File: src/rtl/apu_mixer_out.sv
// Stereo output mixer: routes four channel DAC codes through the NR51 enables, scales by NR50,
// latches one 10-bit signed sample pair per 4-clock frame and drives first-order sigma-delta PDM.
module apu_mixer_out (
  input  logic       apuv_4mhz,
  input  logic       napu_reset,
  input  logic       apu_on,
  input  logic [3:0] ch1_out,
  input  logic [3:0] ch2_out,
  input  logic [3:0] ch3_out,
  input  logic [3:0] ch4_out,
  input  logic [3:0] ch_dac_en,
  input  logic [3:0] lmixer,
  input  logic [3:0] rmixer,
  input  logic [2:0] lvol,
  input  logic [2:0] rvol,
  output logic [9:0] sample_l,
  output logic [9:0] sample_r,
  output logic       sample_stb,
  output logic       pdm_l,
  output logic       pdm_r
);

  logic [1:0]        ph_q, ph_d;
  logic signed [6:0] acc_l_q, acc_l_d, acc_r_q, acc_r_d;
  logic [9:0]        sample_l_q, sample_l_d, sample_r_q, sample_r_d;
  logic              stb_q, stb_d;
  logic [9:0]        sd_l_q, sd_l_d, sd_r_q, sd_r_d;
  logic              pdm_l_q, pdm_l_d, pdm_r_q, pdm_r_d;

  logic [3:0]        code;
  logic signed [6:0] dac_s, contrib_l, contrib_r, sum_l, sum_r;
  logic [10:0]       sd_sum_l, sd_sum_r;

  // Signed frame sum (-60..60) times (vol+1); the product (-480..480) fits 10 bits exactly.
  function automatic logic [9:0] scale(input logic signed [6:0] sum, input logic [2:0] vol);
    logic signed [9:0] s_ext;
    logic signed [9:0] v_ext;
    s_ext = {{3{sum[6]}}, sum};
    v_ext = {6'b0, {1'b0, vol} + 4'd1};
    return s_ext * v_ext;
  endfunction

  always_comb begin
    // NOTE: every combinational output gets a default first so no path can infer a latch.
    code = ch1_out;
    case (ph_q)
      2'd1:    code = ch2_out;
      2'd2:    code = ch3_out;
      2'd3:    code = ch4_out;
      default: code = ch1_out;
    endcase

    dac_s     = ch_dac_en[ph_q] ? (7'sd15 - $signed({2'b00, code, 1'b0})) : 7'sd0;
    contrib_l = lmixer[ph_q] ? dac_s : 7'sd0;
    contrib_r = rmixer[ph_q] ? dac_s : 7'sd0;
    sum_l     = acc_l_q + contrib_l;
    sum_r     = acc_r_q + contrib_r;

    ph_d    = ph_q + 2'd1;
    acc_l_d = (ph_q == 2'd0) ? contrib_l : sum_l;
    acc_r_d = (ph_q == 2'd0) ? contrib_r : sum_r;

    stb_d      = (ph_q == 2'd3);
    sample_l_d = stb_d ? scale(sum_l, lvol) : sample_l_q;
    sample_r_d = stb_d ? scale(sum_r, rvol) : sample_r_q;

    // Offset-binary of the held sample (flip the sign bit) added into the modulator.
    sd_sum_l = {1'b0, sd_l_q} + {1'b0, ~sample_l_q[9], sample_l_q[8:0]};
    sd_sum_r = {1'b0, sd_r_q} + {1'b0, ~sample_r_q[9], sample_r_q[8:0]};
    sd_l_d   = sd_sum_l[9:0];
    sd_r_d   = sd_sum_r[9:0];
    pdm_l_d  = sd_sum_l[10];
    pdm_r_d  = sd_sum_r[10];
  end

  always_ff @(posedge apuv_4mhz) begin
    // Disabled master enable parks the block in exactly the reset state.
    if (!napu_reset || !apu_on) begin
      ph_q       <= 2'd0;
      acc_l_q    <= 7'sd0;
      acc_r_q    <= 7'sd0;
      sample_l_q <= 10'd0;
      sample_r_q <= 10'd0;
      stb_q      <= 1'b0;
      sd_l_q     <= 10'd0;
      sd_r_q     <= 10'd0;
      pdm_l_q    <= 1'b0;
      pdm_r_q    <= 1'b0;
    end else begin
      ph_q       <= ph_d;
      acc_l_q    <= acc_l_d;
      acc_r_q    <= acc_r_d;
      sample_l_q <= sample_l_d;
      sample_r_q <= sample_r_d;
      stb_q      <= stb_d;
      sd_l_q     <= sd_l_d;
      sd_r_q     <= sd_r_d;
      pdm_l_q    <= pdm_l_d;
      pdm_r_q    <= pdm_r_d;
    end
  end

  assign sample_l   = sample_l_q;
  assign sample_r   = sample_r_q;
  assign sample_stb = stb_q;
  assign pdm_l      = pdm_l_q;
  assign pdm_r      = pdm_r_q;

endmodule

File: config.mk
export PLATFORM = sky130hd
export DESIGN_NAME = apu_mixer_out
export DESIGN_NICKNAME = d
export VERILOG_FILES = /design/src/rtl/apu_mixer_out.sv
export SDC_FILE = /design/constraint.sdc
export NUM_CORES = 1
export LEC_CHECK = 0
export CAP_MARGIN = 40
export CORE_MARGIN = 3
export CORE_UTILIZATION = 35
export CTS_CLUSTER_SIZE = 40
export DETAILED_ROUTE_END_ITERATION = 6
export PLACE_DENSITY = 0.58
export SLEW_MARGIN = 10
export SYNTH_ARGS = -nofsm -noshare
export SYNTH_HDL_FRONTEND = slang
export SYNTH_SLANG_ARGS = --single-unit
File: constraint.sdc
create_clock -name apuv_4mhz -period 12.61 [get_ports apuv_4mhz]
set_clock_uncertainty 0.05 [all_clocks]
set_input_delay 2.522 -clock apuv_4mhz [delete_from_list [all_inputs] [get_ports apuv_4mhz]]
set_output_delay 2.522 -clock apuv_4mhz [all_outputs]
set_load 0.05 [all_outputs]
=== Word-level counts from Yosys, hierarchy flattened ===
Index checks and enable logic that the tools add are counted.

* Add/sub/neg operators: 8
* Multipliers: 2
* Order comparisons: 1
* Eq/ne operators: 3
* Muxes and demuxes: 12
* Bitwise logic cells: 2
* Reductions and logical operators: 4

{| class="wikitable"
|+ Operators by type and width
! kind !! number
|-
| 7-bit 2-to-1 mux || 5
|-
| 10-bit by 10-bit adder with 11-bit output || 2
|-
| 7-bit by 5-bit multiplier with 10-bit output || 2
|-
| 7-bit adder || 2
|-
| 4-bit case mux with 3 select lines || 1
|-
| 3-bit by 1-bit adder with 4-bit output (second input constant) || 2
|-
| 1-bit binary-select mux with 2-bit select || 3
|-
| 4-bit by 5-bit subtractor with 6-bit output (first input constant) || 1
|-
| 2-bit == test (second input constant) || 2
|-
| 2-bit by 3-bit less-than comparator with 1-bit output (second input constant) || 1
|-
| 1-bit 2-to-1 mux || 3
|-
| 2-bit by 1-bit adder with 2-bit output (second input constant) || 1
|-
| 2-bit by 1-bit == test with 1-bit output (second input constant) || 1
|-
| 1-bit zero test || 2
|-
| 2-bit zero test || 1
|-
| 1-bit inverter || 2
|-
| 1-bit logical OR || 1
|}

* Register bits: 59
* Output and inout bits: 23
* Logic and storage cells: 42

=== Longest topological paths before layout ===
Gate-level depths: netlist of run 1.

* Depth in word-level cells: 7
* Depth in mapped cells: 24
* Gate-level depth less buffers: 24

=== Least setup slack after synthesis of run 1 ===
Ideal clock, no wire load.

* Kind: in2reg
* Start: input port ch_dac_en[3]
* End: register sample_l_q[9] (netlist: sample_l[9])
* Arrival: 7.168 ns
* Data required time: 12.465 ns
* Slack: 5.297 ns
* Stages on the path: 20
* Path buffers: 0
* Path through: mux4_2 > nand2_2 > inv_1 > ha_1 > fa_1 > a211oi_1 > o21bai_1 > a21oi_1 > xnor3_1 > nor2b_1 > ha_1 > fa_1 > inv_1 > fa_1 > inv_1 > ha_1 > a21oi_1 > o21ai_0 > or3_1 > o311ai_1

* Word-level cells in the longest chain between the ends: 6

{| class="wikitable"
|+ Ends and longest elaborated chain
! element !! line !! source
|-
| start: declaration || 11 || <nowiki>input logic [3:0] ch_dac_en,</nowiki>
|-
| 1-bit binary-select mux with 2-bit select || 53 || <nowiki>dac_s = ch_dac_en[ph_q] ? (7'sd15 - $signed({2'b00, code, 1'b0})) : 7'sd0;</nowiki>
|-
| 1-bit 2-to-1 mux (not written as such) || 53 ||
|-
| 7-bit 2-to-1 mux || 53 ||
|-
| 7-bit 2-to-1 mux || 54 || <nowiki>contrib_l = lmixer[ph_q] ? dac_s : 7'sd0;</nowiki>
|-
| 7-bit adder || 56 || <nowiki>sum_l = acc_l_q + contrib_l;</nowiki>
|-
| 7-bit by 5-bit multiplier with 10-bit output || 40 || <nowiki>return s_ext * v_ext;</nowiki>
|-
| end signal: assignment || 93 || <nowiki>sample_l_q <= sample_l_d;</nowiki>
|-
| end: declaration || 25 || <nowiki>logic [9:0] sample_l_q, sample_l_d, sample_r_q, sample_r_d;</nowiki>
|}

No other way between the ends. The select of a mux whose other input is x is not followed.
A chain may end at the register's enable or synchronous reset.

=== Worst setup path in the final report of run 1 ===
* Start: input port ch_dac_en[2]
* End: register sample_l_q[9] (netlist: sample_l[9])

Same word-level chain as after synthesis.

==> results of run 1 <==
==> flip-flops by register name, indices dropped and copies added, names as in the netlist <==
signal / flops
sample_l: 10
sample_r: 10
sd_l_q: 10
sd_r_q: 10
acc_l_q: 7
acc_r_q: 7
ph_q: 2
pdm_l: 1
pdm_r: 1
sample_stb: 1
==> synthesized netlist by cell type <==
cell type,count
a222oi_1,4
o311ai_1,2
a211oi_1,3
clkbuf_1,12
nand3b_1,4
a211o_1,2
o21bai_1,7
nand2_1,14
o21ai_0,20
a31oi_1,2
o22ai_1,1
and4_1,1
buf_1,1
nand2b_1,8
o31a_1,1
a21oi_1,38
mux2i_1,16
a21boi_0,8
mux4_2,2
o22a_1,2
nand2_4,1
or2b_1,1
nor4_1,2
inv_1,89
nor3_1,8
mux4_1,1
nor2_4,1
xnor2_1,30
nor3b_1,2
fa_1,28
nand2_2,2
or3_1,4
nor2_1,80
xnor3_1,2
nor2b_1,14
and2_1,8
o21a_1,1
nand3_1,6
a21o_1,9
or2_2,4
xor2_1,8
ha_1,72
and3_1,7
nor2_2,1
dfxtp_1,59
==> area by class of cell <==
type                       instances  area (um2)
multi-input combinational        427        3510
sequential                        59        1180
tap                              180         225
timing repair buffer              61         606
clock buffer                      11         243
inverter                          89         334
clock inverter                     3        40.0
fill                            1363        7900
==> critical path, delay by kind of cell <==
family                   cells  cell delay, ns
buffers and inverters        4            0.59
AND/OR/NAND/NOR              3            0.68
XOR/XNOR                     1            0.39
adder cells (fa/ha/maj)      6            2.30
multiplexers                 1            0.52
AO/OA/AOI/OAI                6            0.85
==> logic make-up after synthesis <==
kind of cell               share of synthesized area [%]
xor gates and xnor gates                            7.45
and+or+nand+nor                                     16.1
adders and majority gates                           28.8
buffers and inverters                               7.54
muxes                                               4.56
DFF                                                 23.3
AOI/OAI and AO/OA                                   12.2
==> stage by stage <==
stage	hold slack [ns]	total power (W)	utilization [%]	setup slack (ns)
floorplan	0.454	0.000291	-	5.30
global placement	0.458	0.000325	41.7	4.66
detailed placement	0.470	0.000327	41.7	4.57
CTS	0.484	0.000569	43.7	4.87
global route	0.509	0.000595	43.7	4.58
finish	0.482	0.000559	43.7	4.92
==> placed cells by master, fill, tap and decap left out, drive strengths merged, types with 4 or more instances in the layout <==
cell,netlist,layout
inv,89,89
fa,28,28
or3,4,4
o21bai,7,7
nor2b,14,14
xnor2,30,30
a222oi,4,4
a21o,9,9
nand2,17,17
o21ai,20,20
clkbuf,12,11
a21oi,38,38
nand3b,4,4
nand3,6,6
nor2,82,82
ha,72,72
nor3,8,8
xor2,8,8
and3,7,7
mux2i,16,16
and2,8,8
clkdlybuf4s50,0,59
or2,4,4
dfxtp,59,59
a21boi,8,8
nand2b,8,8
==> worst max-delay path by stage <==
stage / cells after the start / slack [ns] / endpoint
after global placement: 21 / 4.66 / sample_l[9]$_SDFFE_PP0N_
after CTS: 21 / 4.87 / sample_l[9]$_SDFFE_PP0N_
final: 21 / 4.92 / sample_l[9]$_SDFFE_PP0N_
after detailed placement: 21 / 4.57 / sample_l[9]$_SDFFE_PP0N_
after global routing: 21 / 4.58 / sample_l[9]$_SDFFE_PP0N_
after floorplan: 20 / 5.30 / sample_l[9]$_SDFFE_PP0N_
==> power groups by stage <==
stage / logic, W / registers (W) / clock network, W
global route: 0.000152 / 0.000191 / 0.000252
global placement: 0.000130 / 0.000195 / 0
finish: 0.000132 / 0.000191 / 0.000236
CTS: 0.000134 / 0.000191 / 0.000244
detailed placement: 0.000132 / 0.000195 / 0
floorplan: 0.0000951 / 0.000195 / 0
==> metal layers <==
metal,vias to the layer above,GRT usage (%),routed length (um),part of all wire (%)
met5,-,0,0,0
li1,2064,-,-,-
met3,11,3.03,454,4.0
met1,1838,19.3,5470,48
met4,0,5.36,172,1.5
met2,63,24.2,5210,46
==> results.cfg, run 1 <==
[run_status]
status = complete, no violations

[placed_design]
dp_hpwl_um = 9000
dp.cells = 816
place_congestion = 0.797
portBuffers = 59
placed_cell_area_um2 = 5860

[timing]
max_freq_ghz = 0.130
rsz0062_at_grt = no
final_max_slew_viol_count = 0
setup_viol = 0
fin_crit_sh_pct = 61.0
tns_ns = 0
min_period_ns = 7.69
worst_slew_pin_slew_ns = 0.644
maxSlewHeadroom_pct = 56.9
finalHoldViolCount = 0

[yosys]
synthCells = 588
synth.area.top_cells = dfxtp_1 23%, ha_1 18%, fa_1 11%, inv_1 6.6%, nor2_1 5.9%
yosysSeqAreaShare_pct = 23.3
synth_top_area_share_pct = 23.3
synth.avg_cell_area_um2 = 8.63
synth_top_cell_by_area = dfxtp_1
yosysWarnings = 0
syn_area_um2 = 5070
synthesis.nets = 725
ys_ff_latch = 59
ys_types = 45

[detailed_routing]
drt_iter0_drc = 139
drc_errors = 0
wl_per_cell_um = 13.6
drt_first_pass_iters = 4
vias_per_cell = 4.79
via_count = 3976
wirelength_um = 11300
ant_nets = 0

[hold_path]
hold_start = sample_l[4]$_SDFFE_PP0N_
min_to = sample_l[4]$_SDFFE_PP0N_
hp-class = flop to flop
holdPathStages = 2

[critical_path]
r2r-start = ph_q[0]$_SDFF_PP0_
crit_type = primary input to flop
r2r-end = sample_l[9]$_SDFFE_PP0N_
endpoint_kind = flop
reg2reg_depth = 22
cp_slowest_stage_delay_ns = 0.52
cp.required_ns = 12.79
critPathMaxFanout = 7
arrival_ns = 7.87
start_kind = primary input
r2r_slack_ns = 6.39
startpoint = ch_dac_en[2]
worstPathCellList = clkdlybuf4s50_1 > mux4_2 > nand2_2 > inv_1 > ha_1 > fa_1 > a211oi_1 > o21bai_1 > a21oi_1 > xnor3_1 > nor2b_1 > ha_1 > fa_1 > inv_1 > fa_1 > inv_1 > ha_1 > a21oi_1 > o21ai_0 > or3_1 > o311ai_1
crit_path_top_delay_cell = mux4_2

[floorplanning]
row_count = 43
fp.dieH_um = 126
ioPinCount = 60
chipWidth_um = 126
start_util_pct = 36.1
die_area_um2 = 16000
core_um2 = 14000

[clock_tree]
clk_pin_slew_worst_paths_ns = 0.05
tritoncts = yes
cts_setup_buffers = 0
postCtsHoldBufs = 0
htree_levels = 3
clock-root-buffer = clkbuf_16
clockBufferDepth = 2
cts.sinks = 59
cts_resized = 0
numCtsBuffers = 9
clock_latency_ns = 0.33

[cells_and_area]
drive_gt1_share_pct = 4.00
final_cells = 830
nets = 784
syn2layout_area_growth_pct = 21.0
final_area_um2 = 6140
diodes = 0

[global_routing]
grt_max_degree = 38
grt_first_pass_wirelength_um = 19400
grt_usage_pct = 14.8
overflow = 0
grt_pass1_vias = 4141
antenna_found_initial = 0

[pwr]
swShare_pct = 28.0
p_sw_w = 0.000156
clkPwrFrac_pct = 42.2
combPwrFrac_pct = 23.6
ir_drop_mv = 0.0601
seq_power_share_pct = 34.1
p_int_w = 0.000403
p_leak_nw = 2.78
power-per-cell-area_nw_per_um2 = 91.1

[job]
max_cap_viol_count = 0
Power figures use the tool's default switching activity.
==> run 2, diff against run 1 <==
Clock period 12.61 ns to 7.9 ns, I/O delays scaled along.
==> run 2 against run 1 <==
Effect of this change:
- count of clock-buffer cells in the layout increased by 1
- routed wire length decreased by 0.12%
- sequential power increased by 60%
- clock power increased by 67%
- worst setup slack got worse by 3.8 ns
- core utilization increased by 0.13 points
- worst hold slack got worse by 0.0055 ns
- global-route usage decreased by 0.14 points
==> results.cfg, run 2 (synthesis gave the netlist of run 1 again) <==
[placed_design]
dp_hpwl_um = 8940
place_congestion = 0.797
dp.cells = 816
portBuffers = 59
placed_cell_area_um2 = 5860

[detailed_routing]
drc_errors = 0
via_count = 3964
drt_first_pass_iters = 4
wirelength_um = 11300
ant_nets = 0
vias_per_cell = 4.78
wl_per_cell_um = 13.6
drt_iter0_drc = 162

[floorplanning]
start_util_pct = 36.1
ioPinCount = 60
row_count = 43
fp.dieH_um = 126
chipWidth_um = 126
die_area_um2 = 16000
core_um2 = 14000

[timing]
rsz0062_at_grt = no
holdWs_ns = 0.476
fin_crit_sh_pct = 85.5
worst_slew_pin_slew_ns = 0.642
tns_ns = 0
final_max_slew_viol_count = 0
setup_viol = 0
max_freq_ghz = 0.148
finalHoldViolCount = 0
min_period_ns = 6.76
maxSlewHeadroom_pct = 57.1

[cells_and_area]
drive_gt1_share_pct = 4.15
final_common_cell = inv_1
mostFrequentLayoutCells = 89 x inv_1, 80 x nor2_1, 72 x ha_1
nFillCells = 1359
final_area_um2 = 6160
diodes = 0
nets = 784
syn2layout_area_growth_pct = 21.4
final_cells = 830

[clock_tree]
tritoncts = yes
clockBufferDepth = 2
clock_latency_ns = 0.33
cts.sinks = 59
cts_setup_buffers = 0
postCtsHoldBufs = 0
htree_levels = 3
cts_resized = 0
clock-root-buffer = clkbuf_16
clk_pin_slew_worst_paths_ns = 0.05
numCtsBuffers = 9

[run_status]
status = complete, no violations

[critical_path]
cp_num_cells = 21
cpLargestDelayFamily = adder cells
start_kind = primary input
cp_slowest_stage_delay_ns = 0.52
r2r_slack_ns = 1.74
r2r-end = sample_l[9]$_SDFFE_PP0N_
worstPathCellList = clkdlybuf4s50_1 > mux4_2 > nand2_2 > inv_1 > ha_1 > fa_1 > a211oi_1 > o21bai_1 > a21oi_1 > xnor3_1 > nor2b_1 > ha_1 > fa_1 > inv_1 > fa_1 > inv_1 > ha_1 > a21oi_1 > o21ai_0 > or3_1 > o311ai_1
r2r-start = ph_q[0]$_SDFF_PP0_
crit_type = primary input to flop
critPathBufInv = 4
endpoint = sample_l[9]$_SDFFE_PP0N_
critPathMaxFanout = 7
reg2reg_depth = 22
startpoint = ch_dac_en[2]
crit_path_top_delay_cell = mux4_2
endpoint_kind = flop
arrival_ns = 6.93
cp.required_ns = 8.08

[pwr]
swShare_pct = 27.5
combPwrFrac_pct = 23.2
power-per-cell-area_nw_per_um2 = 148
clkPwrFrac_pct = 43.4
ir_drop_mv = 0.0756
p_leak_nw = 2.79
p_sw_w = 0.000251
seq_power_share_pct = 33.4
p_int_w = 0.000661

[hold_path]
hp-class = flop to flop
holdPathStages = 2

[global_routing]
grt_first_pass_wirelength_um = 19200
antenna_found_initial = 0
grt_max_degree = 38
grt_usage_pct = 14.6
grt_pass1_vias = 4116
overflow = 0

[job]
max_cap_viol_count = 0
==> run 2: changes by cell type in the layout (fill, tap and decap cells not counted) <==
cell / previous run / this run
clkbuf_1: 1 / 0
clkbuf_8: 1 / 3
clkinv_2: 2 / 1
==> run 2: power groups by stage <==
stage	combinational, W	clock (W)	sequential (W)
floorplan	0.000152	0	0.000312
global placement	0.000208	0	0.000311
detailed placement	0.000211	0	0.000311
CTS	0.000214	0.000406	0.000305
global route	0.000241	0.000419	0.000305
finish	0.000211	0.000395	0.000305
==> run 2: worst min path at each step <==
stage                                   startpoint                        to
after floorplan                 ph_q[0]$_SDFF_PP0_        ph_q[0]$_SDFF_PP0_
after global placement    sample_r[4]$_SDFFE_PP0N_  sample_r[4]$_SDFFE_PP0N_
after detailed placement  sample_r[4]$_SDFFE_PP0N_  sample_r[4]$_SDFFE_PP0N_
after CTS                 sample_r[4]$_SDFFE_PP0N_  sample_r[4]$_SDFFE_PP0N_
after global routing      sample_l[0]$_SDFFE_PP0N_  sample_l[0]$_SDFFE_PP0N_
final                     sample_r[4]$_SDFFE_PP0N_  sample_r[4]$_SDFFE_PP0N_
==> run 2: final cells by class <==
| class | count | area, um2 | share of cell area (%) |
|---|---|---|---|
| clock inverters | 2 | 35.0 | 0.569 |
| well taps | 180 | 225 | 3.66 |
| repair buffers | 61 | 606 | 9.83 |
| clock buffers | 12 | 267 | 4.33 |
| flip-flops and latches | 59 | 1180 | 19.2 |
| multi-input cells | 427 | 3510 | 57.0 |
| inverters | 89 | 334 | 5.42 |
==> run 2: per-layer routing <==
metal / share of wire [%] / up-vias / global-route usage (%)
met5: 0 / - / 0
met4: 1.5 / 0 / 5.05
met3: 4.4 / 12 / 2.91
met2: 45 / 70 / 23.7
met1: 49 / 1822 / 19.5
li1: - / 2060 / -
==> run 2: worst register-to-register path, cell delays in order (launching register included) <==
cell      delay (ns)
dfxtp_1         0.50
inv_1           0.12
ha_1            0.42
inv_1           0.47
nor2_1          0.13
a21oi_1         0.25
nor2_1          0.14
fa_1            0.46
a211oi_1        0.22
o21bai_1        0.10
a21oi_1         0.20
xnor3_1         0.40
nor2b_1         0.16
ha_1            0.33
fa_1            0.50
inv_1           0.06
fa_1            0.50
inv_1           0.04
ha_1            0.32
a21oi_1         0.14
o21ai_0         0.11
or3_1           0.35
o311ai_1        0.08
==> run 2: metrics by stage <==
step           total power, W  utilization (%)  worst slack, ns
2_1_floorplan        0.000464                -             1.53
3_5_place_dp         0.000522             41.7            0.785
4_1_cts              0.000925             43.9             1.11
5_1_grt              0.000965             43.9            0.835
6_report             0.000911             43.9             1.14
3_3_place_gp         0.000519             41.7            0.897
==> run 3, diff against run 2 <==
Settings changed: CAP_MARGIN 40 to default.
==> results of run 3 <==
The final DEF is identical to that of run 2; final timing and power are the same.
